$ cat src/rtl/pipe_cia_adder.sv
// Pipelined carry-increment adder/subtractor with optional signed saturation.
// Each stage adds WIDTH/STAGES bits; a valid/ready handshake wraps the pipe.
module pipe_cia_adder #(
    parameter int unsigned WIDTH  = 32,
    parameter int unsigned BLOCK  = 4,
    parameter int unsigned STAGES = 2
) (
    input  logic             clk,
    input  logic             rst_n,
    input  logic             in_valid,
    output logic             in_ready,
    input  logic [WIDTH-1:0] a,
    input  logic [WIDTH-1:0] b,
    input  logic             cin,
    input  logic             sub,
    input  logic             sat,
    output logic             out_valid,
    input  logic             out_ready,
    output logic [WIDTH-1:0] sum,
    output logic             cout,
    output logic             of,
    output logic             satd
);

    localparam int unsigned SLICE = WIDTH / STAGES;
    localparam int unsigned NBLK  = SLICE / BLOCK;
    localparam int unsigned MSB   = WIDTH - 1;
    localparam int unsigned LAST  = STAGES - 1;

    // One pipeline register: operands travel along, s collects finished slices,
    // c is the carry into the next slice (carry-out of the MSB in the last stage).
    typedef struct packed {
        logic             v;
        logic             sat;
        logic             c;
        logic             of;
        logic             satd;
        logic [WIDTH-1:0] a;
        logic [WIDTH-1:0] bp;
        logic [WIDTH-1:0] s;
    } stage_t;

    stage_t             in_pk;
    stage_t             st_d [STAGES];
    stage_t             st_q [STAGES];
    logic [STAGES-1:0]  en;
    logic               acc;
    logic               advance;
    logic               unused_tail;

    function automatic stage_t stage_fn(stage_t src, int unsigned idx);
        stage_t       r;
        logic         cy;
        logic [BLOCK:0] x0;
        logic [BLOCK:0] x1;
        logic [BLOCK:0] xs;
        int unsigned  lo;
        r  = src;
        cy = src.c;
        for (int unsigned k = 0; k < NBLK; k++) begin
            lo = idx * SLICE + k * BLOCK;
            x0 = {1'b0, src.a[lo +: BLOCK]} + {1'b0, src.bp[lo +: BLOCK]};
            x1 = x0 + (BLOCK + 1)'(1);
            xs = cy ? x1 : x0;
            r.s[lo +: BLOCK] = xs[BLOCK-1:0];
            cy = xs[BLOCK];
        end
        r.c = cy;
        if (idx == LAST) begin
            r.of   = (src.a[MSB] == src.bp[MSB]) && (r.s[MSB] != src.a[MSB]);
            r.satd = src.sat && r.of;
            if (r.satd) begin
                r.s = {src.a[MSB], {(WIDTH-1){~src.a[MSB]}}};
            end
        end
        return r;
    endfunction

    assign out_valid = st_q[LAST].v;
    assign advance   = !out_valid || out_ready;
    assign in_ready  = advance;
    assign sum       = st_q[LAST].s;
    assign cout      = st_q[LAST].c;
    assign of        = st_q[LAST].of;
    assign satd      = st_q[LAST].satd;

    always_comb begin
        in_pk     = '0;
        in_pk.v   = in_valid && in_ready;
        in_pk.sat = sat;
        in_pk.c   = cin ^ sub;
        in_pk.a   = a;
        in_pk.bp  = sub ? ~b : b;
    end

    always_comb begin
        for (int unsigned s = 0; s < STAGES; s++) begin
            st_d[s] = '0;
        end
        st_d[0] = stage_fn(in_pk, 0);
        for (int unsigned s = 1; s < STAGES; s++) begin
            st_d[s] = stage_fn(st_q[s-1], s);
        end
    end

    // A stage loads when it is empty or everything downstream moves, so bubbles
    // collapse during a stall while the output stage holds.
    always_comb begin
        acc = out_ready;
        en  = '0;
        for (int unsigned i = 0; i < STAGES; i++) begin
            acc               = acc || !st_q[LAST-i].v;
            en[LAST-i]        = acc;
        end
    end

    always_ff @(posedge clk or negedge rst_n) begin
        if (!rst_n) begin
            for (int unsigned s = 0; s < STAGES; s++) begin
                st_q[s] <= '0;
            end
        end else begin
            for (int unsigned s = 0; s < STAGES; s++) begin
                if (en[s]) begin
                    st_q[s] <= st_d[s];
                end
            end
        end
    end

    assign unused_tail = ^{st_q[LAST].a, st_q[LAST].bp, st_q[LAST].sat};

endmodule

$ cat config.mk
export PLATFORM = sky130hd
export DESIGN_NAME = pipe_cia_adder
export DESIGN_NICKNAME = d
export VERILOG_FILES = /design/src/rtl/pipe_cia_adder.sv
export SDC_FILE = /design/constraint.sdc
export NUM_CORES = 1
export LEC_CHECK = 0
export BUFFER_PORTS_ARGS = -buffer_cell sky130_fd_sc_hd__buf_2
export CAP_MARGIN = 20
export CORE_ASPECT_RATIO = 1.4
export CORE_MARGIN = 2
export CORE_UTILIZATION = 36
export CTS_BUF_LIST = sky130_fd_sc_hd__clkbuf_8 sky130_fd_sc_hd__clkbuf_16
export CTS_CLUSTER_DIAMETER = 50
export DETAILED_ROUTE_END_ITERATION = 6
export SKIP_LAST_GASP = 1
export SYNTH_ARGS = -nofsm -noshare
export SYNTH_HDL_FRONTEND = slang
export SYNTH_SLANG_ARGS = --single-unit
$ cat constraint.sdc
create_clock -name clk -period 4.9 [get_ports clk]
set_input_delay 0.98 -clock clk [delete_from_list [all_inputs] [get_ports clk]]
set_output_delay 0.98 -clock clk [all_outputs]
set_load 0.01 [all_outputs]
==> flow_summary.json <==
{
  "status": "complete, no violations",
  "yosys.area_share.adder_pct": 11.3,
  "cts_buffer_depth": 2,
  "tns_ns": 0,
  "period_share_pct": 86.2,
  "ir_drop_mv": 0.203,
  "synth_mux_area_share_pct": 4.48,
  "grt_pass1_wl_um": 20500,
  "cap_violations": 0,
  "synth_cell_type_count": 49,
  "boundaryPins": 108,
  "htreeDepth": 3,
  "drt_iter0_markers": 133,
  "synth_top_area_share_pct": 37.1,
  "drive_gt1_share_pct": 22.9,
  "synth_ff_type": "dfrtp_1",
  "synth-simple-area-share_pct": 11.2,
  "critical_path.most_common_cell": "ha_1",
  "rsz0062_at_grt": "no",
  "crit_arrival_ns": 4.42,
  "chipWidth_um": 112,
  "cts_setup_buffers": 0,
  "finalSetupViolCount": 0,
  "routedWlPerCell_um": 14.2,
  "synth_compound_area_share_pct": 15.5,
  "cts_resized": 0,
  "syn_to_final_growth_pct": 14.5,
  "required_ns": 5.10,
  "crit_path_end_kind": "register",
  "avgSynthCellArea_um2": 9.44,
  "cts.sinks": 87,
  "cts_tree": "built",
  "power_density_nw_per_um2": 461,
  "routed_wl_um": 12700,
  "core-area_um2": 16000,
  "initial_core_util_pct": 36.6,
  "hp-class": "register to register",
  "seq_area_frac_synth_pct": 37.1,
  "viasPerCell": 4.88,
  "die_h_um": 155,
  "clock.fmax_mhz": 237,
  "path_max_fanout": 16,
  "hold_viol": 0,
  "place_area_um2": 6390,
  "cts_inserted_buffers": 9,
  "async_flop_share_pct": 100,
  "syn_area_um2": 5860,
  "antenna_found_initial": 1,
  "cts_hold_buf": 0,
  "power_leakage_nw": 3.09,
  "clk_latency_ns": 0.35,
  "critical-path-max-stage-delay_ns": 0.56,
  "synth_xor_area_share_pct": 12.7,
  "synth-edff-count": 0,
  "yosys.area.top_type": "dfrtp_1",
  "grt_pass1_vias": 4302,
  "cp-start-kind": "register",
  "critPathSlowestCell": "o21ai_2",
  "io_buffers": 107,
  "crit_chain": "ha_1, fa_1, ha_1, nand2_1, a2111oi_0, and4bb_1, o32ai_4, o21ai_1, a211o_1, nand2_2, xor2_4, o21ai_2, o21ai_0",
  "cp_num_buf_inv": 0,
  "relSlewSlack_pct": 49.1,
  "dieArea_um2": 17300,
  "cts-root-buf": "clkbuf_16",
  "vias": 4359,
  "crit_type": "register to register",
  "grt_max_degree": 88,
  "nets": 808,
  "crit_family": "compound AO/OA/AOI/OAI gates",
  "grt.total_usage_pct": 14.7,
  "syn_nets": 740,
  "drc": 0,
  "drt-pass1-iter-count": 5,
  "tightest_slew_ns": 0.757,
  "skew_ns": 0.00558,
  "synth-warning-count": 0,
  "design_area_um2": 6720,
  "ys_ff_latch": 87,
  "fillCellCount": 1612,
  "path_clk_slew_ns": 0.06,
  "gr-total-overflow": 0,
  "row_count": 55,
  "synthTopCellsByArea": "dfrtp_1 (37%), ha_1 (8.5%), xnor2_1 (7.2%)",
  "synthCells": 621,
  "layout_min_cycle_time_ns": 4.22,
  "place_congestion": 0.803,
  "drtAntennaViolNets": 0,
  "dpl.hpwl_um": 9860,
  "final_max_slew_viol_count": 0,
  "synth_top_family_by_area": "compound AO/OA/AOI/OAI gates"
}
## stage by stage
step           setup WS, ns  utilization (%)  hold WS (ns)  cells  power, mW
5_1_grt               0.371             41.9         0.511    893       3.33
3_3_place_gp          0.512             39.7         0.464    875       2.37
6_report              0.676             41.9         0.475    894       3.09
2_1_floorplan         0.405                -         0.435    621       2.17
3_5_place_dp          0.370             39.8         0.465    876       2.42
4_1_cts               0.644             41.7         0.482    892       3.14
## routing by layer
| metal | track usage (%) | vias to the layer above | routed length [µm] |
|---|---|---|---|
| met1 | 17.4 | 2040 | 5250 |
| li1 | - | 2208 | - |
| met4 | 5.00 | 0 | 206 |
| met2 | 26.3 | 95 | 6590 |
| met3 | 3.47 | 16 | 628 |
| met5 | 0 | - | 0 |
## worst reg2reg max path, cell delays in order (launching register included)
cell       delay [ns]
dfrtp_1          0.39
ha_1             0.24
fa_1             0.55
ha_1             0.19
nand2_1          0.11
a2111oi_0        0.33
and4bb_1         0.29
o32ai_4          0.45
o21ai_1          0.17
a211o_1          0.32
nand2_2          0.13
xor2_4           0.15
o21ai_2          0.56
o21ai_0          0.20
## final timing paths
kind,start,to,slack (ns),depth (start not counted)
worst min register to register,sum[31],sum[31],0.47,2
min in group asynchronous,rst_n,sum[16],0.65,1
worst min-delay path,sum[31],sum[31],0.47,2
max in group asynchronous,rst_n,st_d[61],3.59,2
worst max register to register,st_d[48],sum[6],0.68,13
worst max-delay path,st_d[48],sum[6],0.68,13
## synthesized netlist by cell type, types with 2 or more instances
library cell and count:
nor3b_1 6, nand3_1 9, clkbuf_1 17, a21boi_0 3
and2_1 2, or3_1 2, buf_1 6, xor2_1 34
fa_1 8, nor2_1 58, o31a_1 3, mux2i_1 6
nor3_1 2, ha_1 40, dfrtp_1 87, buf_4 33
a21o_1 14, o21bai_1 2, o31ai_1 3, buf_2 2
nand2_1 45, mux2_2 18, o21a_1 10, o21ai_0 28
xnor2_1 48, nor2b_1 4, a211oi_1 12, inv_1 27
nand4_1 3, a21oi_1 66, nand2b_1 5
## power breakdown
| group | leakage [nW] | internal, mW | switching (mW) | total, mW |
|---|---|---|---|---|
| sequential | 1.02 | 0.947 | 0.141 | 1.09 |
| combinational | 1.93 | 0.571 | 0.732 | 1.30 |
| clock | 0.145 | 0.410 | 0.291 | 0.701 |
## flip-flops by register name, indices dropped and copies added (netlist names)
| name | flops |
|---|---|
| sum | 32 |
| satd | 1 |
| out_valid | 1 |
| cout | 1 |
| of | 1 |
| st_d | 34 |
| st_q | 17 |
## area by class of cell
class	count	area [µm²]	share of cell area, %
Multi-Input combinational cell	448	3240	48.3
Sequential cell	87	2180	32.4
Clock buffer	10	239	3.56
Tap cell	199	249	3.71
Timing Repair Buffer	116	638	9.50
Antenna cell	1	2.50	0.0373
Inverter	27	101	1.51
Clock inverter	6	67.6	1.01
## cell families (layout without fill, tap and decap cells)
kind of cell,Yosys count,after routing
compound gates,149,149
xor+xnor,83,83
fa+ha+maj,48,48
buf+inv,86,159
flops,87,87
mux,24,24
other cells,0,1
simple gates,144,144
## cells in the final DEF (no fill, tap or decap), types with 2 or more instances in the layout
master / synthesis / routed
buf_2: 2 / 106
dfrtp_1: 87 / 87
a21oi_1: 66 / 66
nor2_1: 58 / 58
xnor2_1: 48 / 48
nand2_1: 45 / 44
ha_1: 40 / 40
xor2_1: 34 / 34
o21ai_0: 28 / 28
inv_1: 27 / 27
mux2_2: 18 / 18
a21o_1: 14 / 14
a211oi_1: 12 / 12
o21a_1: 10 / 10
nand3_1: 9 / 9
clkbuf_16: 0 / 9
fa_1: 8 / 8
buf_4: 33 / 8
nor3b_1: 6 / 6
mux2i_1: 6 / 6
nand2b_1: 5 / 5
o31a_1: 3 / 3
nand4_1: 3 / 3
nor2b_1: 4 / 3
a21boi_0: 3 / 3
o31ai_1: 3 / 3
o21bai_1: 2 / 2
or3_1: 2 / 2
and2_1: 2 / 2
nand2_2: 1 / 2
nor3_1: 2 / 2
clkinvlp_4: 0 / 2
(Power assumes the default switching activity.)
